[src/rtl/psram_arbiter.sv]
// rtl/psram_arbiter.sv - three-port arbiter/sequencer in front of a word-based PSRAM controller
//
// Purpose:
//   Shares one PSRAM controller between video fetch (port 0), CPU (port 1)
//   and loader/DMA (port 2). One request is latched at a time. It is issued
//   as a one-cycle read/write pulse, the controller busy handshake is tracked,
//   and a per-port ack is returned. Port 0 has priority. A starvation counter
//   forces a port 1/2 grant after STARVE_LIMIT back-to-back port-0 grants.
//   A watchdog aborts with err if busy never rises or never falls.
//
// Ports:
//   clk, resetn                    clock, asynchronous active-low reset
//   req[2:0], we[2:0], bw[2:0]     per-port request level, write enable, byte write
//   addr0..2 [21:0], din0..2 [15:0] per-port byte address and write data
//   ack[2:0], err                  one-cycle completion pulse / watchdog abort flag
//   dout[15:0]                     read data, valid on the ack cycle of a read
//   grant_id[1:0]                  port owning the controller, 3 = none
//   mem_read, mem_write            one-cycle command pulse to the controller
//   mem_addr, mem_din, mem_byte_write  latched command fields
//   mem_dout, mem_busy             controller read data and busy

module psram_arbiter #(
    parameter int STARVE_LIMIT = 8,
    parameter int TIMEOUT      = 64,
    parameter int START_WAIT   = 4
) (
    input  logic        clk,
    input  logic        resetn,
    input  logic [2:0]  req,
    input  logic [2:0]  we,
    input  logic [21:0] addr0,
    input  logic [21:0] addr1,
    input  logic [21:0] addr2,
    input  logic [15:0] din0,
    input  logic [15:0] din1,
    input  logic [15:0] din2,
    input  logic [2:0]  bw,
    output logic [2:0]  ack,
    output logic [15:0] dout,
    output logic        err,
    output logic [1:0]  grant_id,
    output logic        mem_read,
    output logic        mem_write,
    output logic [21:0] mem_addr,
    output logic [15:0] mem_din,
    output logic        mem_byte_write,
    input  logic [15:0] mem_dout,
    input  logic        mem_busy
);

    localparam int CNT_MAX  = (TIMEOUT > START_WAIT) ? TIMEOUT : START_WAIT;
    localparam int CNT_W    = $clog2(CNT_MAX + 1);
    localparam int STARVE_W = $clog2(STARVE_LIMIT + 1);

    typedef enum logic [1:0] {
        IDLE       = 2'd0,
        ISSUE      = 2'd1,
        WAIT_START = 2'd2,
        WAIT_DONE  = 2'd3
    } state_t;

    state_t             state_q, state_d;
    logic [CNT_W-1:0]   cnt_q, cnt_d;
    logic [STARVE_W-1:0] starve_q, starve_d;
    logic [1:0]         rr_q, rr_d;
    logic [1:0]         grant_q, grant_d;
    logic               is_write_q, is_write_d;
    logic [2:0]         ack_q, ack_d;
    logic               err_q, err_d;
    logic [15:0]        dout_q, dout_d;
    logic               mem_read_q, mem_read_d;
    logic               mem_write_q, mem_write_d;
    logic [21:0]        mem_addr_q, mem_addr_d;
    logic [15:0]        mem_din_q, mem_din_d;
    logic               mem_bw_q, mem_bw_d;

    logic               low_req;
    logic               force_low;
    logic [1:0]         win;

    // Winner selection for the current IDLE cycle.
    always_comb begin
        low_req   = |req[2:1];
        force_low = low_req && (starve_q == STARVE_W'(STARVE_LIMIT));
        if (req[0] && !force_low) begin
            win = 2'd0;
        end else if (rr_q == 2'd1) begin
            win = req[1] ? 2'd1 : 2'd2;
        end else begin
            win = req[2] ? 2'd2 : 2'd1;
        end
    end

    always_comb begin
        state_d     = state_q;
        cnt_d       = cnt_q;
        rr_d        = rr_q;
        grant_d     = grant_q;
        is_write_d  = is_write_q;
        ack_d       = 3'b000;
        err_d       = 1'b0;
        dout_d      = dout_q;
        mem_read_d  = 1'b0;
        mem_write_d = 1'b0;
        mem_addr_d  = mem_addr_q;
        mem_din_d   = mem_din_q;
        mem_bw_d    = mem_bw_q;
        starve_d    = low_req ? starve_q : '0;

        case (state_q)
            IDLE: begin
                // ack_q blocks the ack cycle so a requester still holding
                // req there is not re-served before it can drop it.
                if (!mem_busy && (|req) && (ack_q == 3'b000)) begin
                    grant_d     = win;
                    is_write_d  = we[win];
                    mem_bw_d    = bw[win];
                    // Pulse is registered so it is visible during ISSUE.
                    mem_write_d = we[win];
                    mem_read_d  = ~we[win];
                    case (win)
                        2'd0: begin
                            mem_addr_d = addr0;
                            mem_din_d  = din0;
                        end
                        2'd1: begin
                            mem_addr_d = addr1;
                            mem_din_d  = din1;
                        end
                        default: begin
                            mem_addr_d = addr2;
                            mem_din_d  = din2;
                        end
                    endcase
                    if (win == 2'd0) begin
                        starve_d = low_req ? starve_q + 1'b1 : '0;
                    end else begin
                        starve_d = '0;
                        rr_d     = (win == 2'd1) ? 2'd2 : 2'd1;
                    end
                    state_d = ISSUE;
                end
            end

            ISSUE: begin
                cnt_d   = '0;
                state_d = WAIT_START;
            end

            WAIT_START: begin
                if (mem_busy) begin
                    cnt_d   = '0;
                    state_d = WAIT_DONE;
                end else if (cnt_q == CNT_W'(START_WAIT - 1)) begin
                    ack_d   = 3'b001 << grant_q;
                    err_d   = 1'b1;
                    grant_d = 2'd3;
                    state_d = IDLE;
                end else begin
                    cnt_d = cnt_q + 1'b1;
                end
            end

            WAIT_DONE: begin
                if (!mem_busy) begin
                    ack_d   = 3'b001 << grant_q;
                    if (!is_write_q) begin
                        dout_d = mem_dout;
                    end
                    grant_d = 2'd3;
                    state_d = IDLE;
                end else if (cnt_q == CNT_W'(TIMEOUT - 1)) begin
                    ack_d   = 3'b001 << grant_q;
                    err_d   = 1'b1;
                    grant_d = 2'd3;
                    state_d = IDLE;
                end else begin
                    cnt_d = cnt_q + 1'b1;
                end
            end

            default: begin
                state_d = IDLE;
                grant_d = 2'd3;
            end
        endcase
    end

    always_ff @(posedge clk or negedge resetn) begin
        if (!resetn) begin
            state_q     <= IDLE;
            cnt_q       <= '0;
            starve_q    <= '0;
            rr_q        <= 2'd1;
            grant_q     <= 2'd3;
            is_write_q  <= 1'b0;
            ack_q       <= 3'b000;
            err_q       <= 1'b0;
            dout_q      <= 16'h0000;
            mem_read_q  <= 1'b0;
            mem_write_q <= 1'b0;
            mem_addr_q  <= 22'h0;
            mem_din_q   <= 16'h0000;
            mem_bw_q    <= 1'b0;
        end else begin
            state_q     <= state_d;
            cnt_q       <= cnt_d;
            starve_q    <= starve_d;
            rr_q        <= rr_d;
            grant_q     <= grant_d;
            is_write_q  <= is_write_d;
            ack_q       <= ack_d;
            err_q       <= err_d;
            dout_q      <= dout_d;
            mem_read_q  <= mem_read_d;
            mem_write_q <= mem_write_d;
            mem_addr_q  <= mem_addr_d;
            mem_din_q   <= mem_din_d;
            mem_bw_q    <= mem_bw_d;
        end
    end

    assign ack            = ack_q;
    assign err            = err_q;
    assign dout           = dout_q;
    assign grant_id       = grant_q;
    assign mem_read       = mem_read_q;
    assign mem_write      = mem_write_q;
    assign mem_addr       = mem_addr_q;
    assign mem_din        = mem_din_q;
    assign mem_byte_write = mem_bw_q;

endmodule

[config.mk]
export PLATFORM = sky130hd
export DESIGN_NAME = psram_arbiter
export DESIGN_NICKNAME = d
export VERILOG_FILES = /design/src/rtl/psram_arbiter.sv
export SDC_FILE = /design/constraint.sdc
export NUM_CORES = 1
export LEC_CHECK = 0
export ABC_AREA = 1
export BUFFER_PORTS_ARGS = -buffer_cell sky130_fd_sc_hd__buf_4
export CAP_MARGIN = 20
export CELL_PAD_IN_SITES_DETAIL_PLACEMENT = 0
export CELL_PAD_IN_SITES_GLOBAL_PLACEMENT = 1
export CORE_ASPECT_RATIO = 0.5
export CORE_UTILIZATION = 33
export DETAILED_ROUTE_END_ITERATION = 7
export PLACE_DENSITY_LB_ADDON = 0.1
export SYNTH_ARGS = -nofsm -noshare
export SYNTH_HDL_FRONTEND = slang
export SYNTH_SLANG_ARGS = --single-unit
[constraint.sdc]
create_clock -name clk -period 1.82 [get_ports clk]
set_input_delay 0.091 -clock clk [delete_from_list [all_inputs] [get_ports clk]]
set_output_delay 0.091 -clock clk [all_outputs]
set_load 0.02 [all_outputs]
==> impl_table.tex, run 1 <==
\begin{tabular}{lr}
\hline
Metric & Value \\
\hline
\multicolumn{2}{l}{\textbf{CTS}} \\
\quad Max H-tree Level & 3 \\
\quad Clock slew at reported path FFs & 0.06 ns \\
\quad Skew-Pair Late Insertion Delay & $\sim$0.34 ns \\
\quad CTS root buffer & clkbuf\_16 \\
\quad Number of clock sinks & slightly below 80 \\
\quad Number of buffers created by CTS & 9 \\
\quad TritonCTS clock tree & built \\
\quad Number of buffers between clock root and the deepest sink & 2 \\
\multicolumn{2}{l}{\textbf{Worst hold path}} \\
\quad Hold Path Class & input port to flip-flop \\
\multicolumn{2}{l}{\textbf{Setup path}} \\
\quad Classification of the worst setup path & flip-flop to flip-flop \\
\quad List of cells traversed by the critical path & inv\_1, ha\_1, nand3\_4, buf\_4, nand3\_1, nand3\_1, nand2\_1, nand2\_1 \\
\quad Worst-path fanout max & 39 \\
\quad Worst path max stage delay & 0.39 ns \\
\quad Slowest CP cell & dfrtp\_1 \\
\quad CP endpoint kind & flip-flop \\
\quad Required time worst endpoint & 2.09 ns \\
\quad Data arrival at the endpoint of the critical path & 1.95 ns \\
\quad Critical Path Source Type & flip-flop \\
\multicolumn{2}{l}{\textbf{Synth}} \\
\quad Number of standard cells after synthesis & 605 \\
\quad Top cells by area, synth & dfrtp\_1, nand3\_1, nand2\_1 \\
\quad Xor-xnor portion of the synthesized cell area & 0.3777\% \\
\quad Main synth FF type & dfrtp\_1 \\
\quad Combinational family with the most area after synthesis & simple AND/OR/NAND/NOR gates \\
\quad Post-synthesis share of cell area spent on full adders, half adders and majority gates & about 1.9\% \\
\quad Cell area after synthesis & 4638 µm² \\
\quad Number of library cell types mapped by synthesis & 30 \\
\quad Compound-gate portion of the synthesized area & approximately 2.3\% \\
\quad Simple-Gate Fraction of Synth Area & $\sim$39\% \\
\quad Mean Syn Cell Area & around 7.7 µm² \\
\quad \#FFs+latches synth & 79 \\
\quad Number of warnings issued by yosys & 0 \\
\quad Sequential-to-total area share from yosys stat & 42.70\% \\
\quad Proportion of register bits with asynchronous set or reset after synthesis & 100.0\% \\
\quad Total nets after synthesis & roughly 750 \\
\quad Top cell type's share of synthesized area & 41.00\% \\
\quad Largest area contributor in the synthesized netlist & dfrtp\_1 \\
\quad Mux contribution to synthesized area & 3.885\% \\
\quad Number of enable-type register cells in the synthesized netlist & 0 \\
\multicolumn{2}{l}{\textbf{Floorplan}} \\
\quad Die area & 14560 µm² \\
\quad Initial Utilization & between 30\% and 40\% \\
\quad I/O pin cnt & 205 \\
\quad Height of the die & 85.83 µm \\
\quad Number of rows created at floorplan & 30 \\
\quad Overall die width & 169.7 µm \\
\quad Area of the placeable core & around 14000 µm² \\
\multicolumn{2}{l}{\textbf{Detailed routing}} \\
\quad Iteration count of the initial detailed-routing pass & 5 \\
\quad DR vias/cell & 4.686 \\
\quad Vias post-DR & 4747 \\
\quad Antenna-violating nets left & 0 \\
\quad Iter 0 DRT Violations & 279 \\
\quad Average routed wire per standard cell & 13.84 µm \\
\quad Total DRC errors in the routed layout & 0 \\
\quad Final WL & 14020 µm \\
\multicolumn{2}{l}{\textbf{STA}} \\
\quad Final setup slack of the worst path & 0.1393 ns \\
\quad Number of pins with negative max-slew slack in the final report & 0 \\
\quad Unrepaired setup endpoints after global routing & false \\
\quad Number of hold violations in the final report & 0 \\
\quad Slew of the pin with the lowest slew margin & 0.4511 ns \\
\quad Fin crit period & 1.681 ns \\
\quad Sum Neg Setup Slack & 0 ns \\
\quad Max-Slew Margin vs Limit & 69.82\% \\
\quad Final setup violation count & 0 \\
\quad Largest clock skew in the final design & 0.008912 ns \\
\quad Highest clock rate & $\sim$0.6 GHz \\
\quad Final clock period utilization by the worst path & 92.35\% \\
\multicolumn{2}{l}{\textbf{Place}} \\
\quad Detailed Place HPWL & $\sim$10000 µm \\
\quad Count of buffers from port buffering & 204 \\
\quad Final Wtd Congestion & 0.8397 \\
\quad Setup Slack @ Placement & between 0.06 and 0.07 ns \\
\multicolumn{2}{l}{\textbf{Power}} \\
\quad Static power due to leakage & 0.003636 µW \\
\quad PwrDens & 1298 nW/µm² \\
\quad Power after layout & 8920 µW \\
\quad Max VDD drop & 751.5 µV \\
\multicolumn{2}{l}{\textbf{Finish}} \\
\quad Ratio of cells with drive above 1 in the final layout & between 30\% and 40\% \\
\quad Most used cells in the layout excluding fill and tap cells & buf\_4, nand2\_1, nand3\_1, dfrtp\_1, inv\_1 \\
\quad Most common cell after layout, fill and taps aside & buf\_4 \\
\quad Diode insertion count for antenna repair & 0 \\
\quad Area growth syn-to-layout & 48.21\% \\
\quad Final-stage net count & 965 \\
\multicolumn{2}{l}{\textbf{Global routing}} \\
\quad First-pass GRT wire length & 22400 µm \\
\quad Pin count of the biggest net entering global routing & 51 \\
\quad Antenna violations before repair & 0 \\
\quad Number of global-route vias before repair & $\sim$4500 \\
\quad Global Route Usage Sum & approximately 19\% \\
\quad Total global routing overflow & 0 \\
\multicolumn{2}{l}{\textbf{Status}} \\
\quad Outcome & finished clean \\
\multicolumn{2}{l}{\textbf{Run}} \\
\quad Max capacitance violation total & 0 \\
\hline
\end{tabular}
[per-layer routing]
metal | routed length (µm) | part of all wire [%] | global-route usage [%] | vias up
li1 | - | - | - | 2398
met1 | 6543 | 47 | 25.26 | 2208
met2 | 6528 | 47 | 32.71 | 129
met3 | 806 | 5.7 | 4.938 | 12
met4 | 146 | 1.0 | 4.505 | 0
met5 | 0 | 0 | 0 | -
[what timing repair did]
item	4_1_cts	5_1_grt
hold endpoints to repair	43	0
hold buffers	19	0
setup buffers	0	2
setup endpoints to repair	0	7
gates resized for setup	0	2
[synth_stat cells, types with 5 or more instances]
cell type	count
nand2_1	170
nand3_1	132
dfrtp_1	76
inv_1	57
nand3b_1	29
buf_2	20
nand4_1	19
nor2_1	19
mux2_2	16
o21ai_0	10
buf_4	7
ha_1	7
clkbuf_1	5
inv_2	5
[per-stage QoR]
step	hold slack, ns	utilization (%)	cells	area (µm²)
2_1_floorplan	-0.2046	-	605	4638
3_3_place_gp	0.05059	46.69	976	6361
3_5_place_dp	0.05237	46.69	976	6361
4_1_cts	0.06968	50.20	1011	6840
5_1_grt	0.08772	50.45	1013	6874
6_report	0.08281	50.45	1013	6874
[sequential cells by signal (all words and copies together), names as in the netlist, 3 cells and up]
signal	cells
cnt_q	7
starve_q	4
ack	3
mem_din	16
mem_addr	22
dout	16
[cell type report]
| cell class | count | area (µm²) |
|---|---|---|
| timing repair buffer | 238 | 1913 |
| sequential | 79 | 1981 |
| clock buffer | 9 | 225.2 |
| clock inverter | 7 | 63.81 |
| multi-input combinational | 426 | 2218 |
| tap | 192 | 240.2 |
| fill | 1370 | 6751 |
| inverter | 62 | 232.7 |
[worst paths after layout]
kind	to	slack [ns]	cells past startpoint	start
worst min-delay path	mem_addr[15]	0.08	5	addr2[15]
worst max register to register	is_write_q	0.14	8	starve_q[0]
worst max-delay path	is_write_q	0.14	8	starve_q[0]
worst min register to register	mem_addr[3]	0.48	2	mem_addr[3]
min in group asynchronous	mem_addr[9]	0.23	2	resetn
max in group asynchronous	grant_id[1]	1.02	3	resetn
[power breakdown]
group | internal [µW] | switching (µW)
sequential | 2480 | 393
clock | 955 | 775
combinational | 1870 | 2450
[critical path, delay by kind of cell (launching register included)]
kind / cells / cell delay, ns
adder cells (fa/ha/maj): 1 / 0.22
buffers and inverters: 2 / 0.46
flip-flops: 1 / 0.39
AND/OR/NAND/NOR: 5 / 0.54
[kinds of logic after synthesis]
group	after synthesis
compound gates	19
xor+xnor	2
fa+ha+maj	7
buf+inv	100
flops	79
mux	16
simple gates	382
No activity file was read; power rests on OpenSTA's default activity.
==> inputs of run 2 (changes only) <==
Settings changed: PLACE_DENSITY from default to 0.9, PLACE_DENSITY_LB_ADDON 0.1 to default.
==> impl_table.tex, run 2 (synthesis results as in run 1) <==
\begin{tabular}{lr}
\hline
Metric & Value \\
\hline
\multicolumn{2}{l}{\textbf{Status}} \\
\quad Outcome & finished clean \\
\multicolumn{2}{l}{\textbf{Finish}} \\
\quad Final-stage net count & 970 (+0.52\%) \\
\quad Diode insertion count for antenna repair & 0 (unchanged) \\
\quad Ratio of cells with drive above 1 in the final layout & 33.90\% (+0.52 points) \\
\quad Max FFs per register & 22 (unchanged) \\
\quad Area growth syn-to-layout & 49.82\% \\
\quad FILL cells & 1314 (-4.1\%) \\
\quad Most used cells in the layout excluding fill and tap cells & buf\_4, nand2\_1, nand3\_1, dfrtp\_1, inv\_1 \\
\quad Finished Layout Cells & 1018 (+0.49\%) \\
\quad Most common cell after layout, fill and taps aside & buf\_4 \\
\multicolumn{2}{l}{\textbf{Place}} \\
\quad Detailed Place HPWL & 10890 µm (+9.0\%) \\
\quad Placed Cells incl. Taps & 982 (+0.61\%) \\
\quad Final Wtd Congestion & 0.8640 (+2.9\%) \\
\quad Count of buffers from port buffering & 204 (unchanged) \\
\multicolumn{2}{l}{\textbf{STA}} \\
\quad Number of pins with negative max-slew slack in the final report & 0 (unchanged) \\
\quad Fin crit period & 1.690 ns (+0.009610 ns) \\
\quad Final setup violation count & 0 (unchanged) \\
\quad Number of hold violations in the final report & 0 (unchanged) \\
\quad Sum Neg Setup Slack & 0 ns (unchanged) \\
\quad Unrepaired setup endpoints after global routing & true \\
\quad Largest clock skew in the final design & 0.01020 ns (+0.001290 ns) \\
\quad Max-Slew Margin vs Limit & 69.72\% (-0.10 points) \\
\quad Final clock period utilization by the worst path & 92.88\% (+0.53 points) \\
\quad Highest clock rate & 0.5916 GHz (-0.57\%) \\
\quad Slew of the pin with the lowest slew margin & 0.4495 ns (-0.001614 ns) \\
\multicolumn{2}{l}{\textbf{Power}} \\
\quad Switching power summed over all nets & 3671 µW (+1.6\%) \\
\quad Max VDD drop & 454.1 µV (-40\%) \\
\quad Power share of the clock group & 21.1\% (+1.7 points) \\
\quad Combinational fraction of design power & 47.3\% (-1.1 points) \\
\quad Internal power & 5559 µW (+4.8\%) \\
\quad Static power due to leakage & 0.003663 µW (+0.75\%) \\
\quad PwrDens & 1328 nW/µm² (+2.4\%) \\
\quad Switch share & 39.77\% (-0.75 points) \\
\quad Flop pwr share & 31.7\% (-0.5 points) \\
\multicolumn{2}{l}{\textbf{Setup path}} \\
\quad Classification of the worst setup path & flip-flop to flip-flop \\
\quad Data arrival at the endpoint of the critical path & 1.92 ns (-0.03 ns) \\
\quad Required time worst endpoint & 2.05 ns (-0.04 ns) \\
\quad Worst path max stage delay & 0.42 ns (+0.03 ns) \\
\quad CP endpoint kind & flip-flop \\
\quad Top cell by count, worst path & nand2\_1 \\
\quad Worst-path fanout max & 9 (-77\%) \\
\quad Start point of the critical path & cnt\_q[0] \\
\quad Slowest CP cell & dfrtp\_1 \\
\quad List of cells traversed by the critical path & ha\_1, nand3\_2, nor2\_1, nand3\_2, nand2\_1, nor2\_4, inv\_2, nand2\_1, nand2\_1 \\
\quad Critical path's top delay family & simple AND/OR/NAND/NOR gates \\
\quad R2R Path Start & cnt\_q[0] \\
\quad Critical Path Source Type & flip-flop \\
\quad Buf+Inv Stages, Crit Path & 1 (-1) \\
\multicolumn{2}{l}{\textbf{Floorplan}} \\
\quad I/O pin cnt & 205 (unchanged) \\
\quad Overall die width & 169.7 µm (unchanged) \\
\quad Height of the die & 85.83 µm (unchanged) \\
\quad Number of rows created at floorplan & 30 (unchanged) \\
\quad Initial Utilization & 34.04\% (unchanged) \\
\quad Area of the placeable core & 13630 µm² (unchanged) \\
\quad Die area & 14560 µm² (unchanged) \\
\multicolumn{2}{l}{\textbf{CTS}} \\
\quad TritonCTS clock tree & built \\
\quad Number of buffers between clock root and the deepest sink & 2 (unchanged) \\
\quad Number of clock sinks & 79 (unchanged) \\
\quad Max H-tree Level & 3 (unchanged) \\
\quad Clock slew at reported path FFs & 0.06 ns (about the same) \\
\quad CTS root buffer & clkbuf\_16 \\
\quad Skew-Pair Late Insertion Delay & 0.34 ns (about the same) \\
\quad Number of buffers created by CTS & 9 (unchanged) \\
\multicolumn{2}{l}{\textbf{Detailed routing}} \\
\quad Met3 wire len & 617 µm (-23\%) \\
\quad Iter 0 DRT Violations & 300 (+7.5\%) \\
\quad Total DRC errors in the routed layout & 0 (unchanged) \\
\quad Met2 WL & 7773 µm (+19\%) \\
\quad Iteration count of the initial detailed-routing pass & 4 (-1) \\
\quad Highest metal used & met4 \\
\quad DRT met1 WL & 6343 µm (-3.1\%) \\
\quad Final WL & 14960 µm (+6.7\%) \\
\quad Average routed wire per standard cell & 14.69 µm (+6.1\%) \\
\quad Vias post-DR & 4841 (+2.0\%) \\
\quad DR vias/cell & 4.755 (+1.5\%) \\
\quad Antenna-violating nets left & 0 (unchanged) \\
\multicolumn{2}{l}{\textbf{Global routing}} \\
\quad Pin count of the biggest net entering global routing & 69 (+35\%) \\
\quad Antenna violations before repair & 0 (unchanged) \\
\quad Total global routing overflow & 0 (unchanged) \\
\quad Global Route Usage Sum & 20.64\% (+1.2 points) \\
\quad Number of global-route vias before repair & 4780 (+5.2\%) \\
\quad First-pass GRT wire length & 23490 µm (+4.9\%) \\
\multicolumn{2}{l}{\textbf{Run}} \\
\quad Max capacitance violation total & 0 (unchanged) \\
\multicolumn{2}{l}{\textbf{Worst hold path}} \\
\quad Hold Path Class & input port to flip-flop \\
\quad Beginning of the worst hold path & we[1] \\
\hline
\end{tabular}
run 2: timing repair:
action | in CTS | in global routing
setup buffers | 0 | 1
gates resized for setup | 0 | 5
setup endpoints to repair | 2 | 28
endpoints found under the hold margin | 93 | 1
pin swaps | 1 | 2
hold buffers | 18 | 1
run 2: routing by layer:
layer | global-route usage [%] | vias to the layer above
met4 | 7.535 | 0
li1 | - | 2406
met3 | 4.199 | 18
met2 | 37.00 | 106
met1 | 24.68 | 2311
met5 | 0 | -
run 2: worst paths after layout:
path,end,slack (ns),depth (start not counted)
min in group asynchronous,mem_addr[10],0.13,2
min reg2reg,grant_id[1],0.48,2
max in group asynchronous,grant_id[0],1.05,3
min,mem_read,0.07,4
max,cnt_q[5],0.13,9
max reg2reg,cnt_q[5],0.13,9
run 2: layout make-up:
| class | instances | area [µm²] | area share, % |
|---|---|---|---|
| Inverter | 62 | 232.7 | 3.349 |
| Tap cell | 192 | 240.2 | 3.457 |
| Clock buffer | 9 | 225.2 | 3.241 |
| Multi-Input combinational cell | 426 | 2231 | 32.10 |
| Clock inverter | 7 | 97.59 | 1.404 |
| Sequential cell | 79 | 1981 | 28.50 |
| Timing Repair Buffer | 243 | 1942 | 27.94 |
run 2: power groups by stage:
stage / clock, µW / combinational (µW) / sequential (µW)
2_1_floorplan: 0 / 1670 / 3630
3_3_place_gp: 0 / 4240 / 2900
3_5_place_dp: 0 / 4320 / 2920
4_1_cts: 1990 / 4360 / 2910
5_1_grt: 2080 / 4730 / 3020
6_report: 1940 / 4360 / 2920
run 2: per-stage QoR:
stage                     total power [µW]  hold slack (ns)  cell area, µm²  setup WS, ns  util [%]
final                                 9230          0.06980            6949        0.1297     51.00
after floorplan                       5307          -0.2046            4638        0.2726         -
after CTS                             9265        0.0003722            6909       0.01210     50.71
after detailed placement              7240         -0.04987            6406      -0.01061     47.02
after global placement                7142         -0.05681            6406       0.06667     47.02
after global routing                  9818          0.06958            6949     -0.001988     51.00
run 2: worst register-to-register path, stage by stage, from the launching register on:
cell	delay, ns
dfrtp_1	0.42
ha_1	0.28
nand3_2	0.11
nor2_1	0.06
nand3_2	0.11
nand2_1	0.12
nor2_4	0.24
inv_2	0.11
nand2_1	0.08
nand2_1	0.05
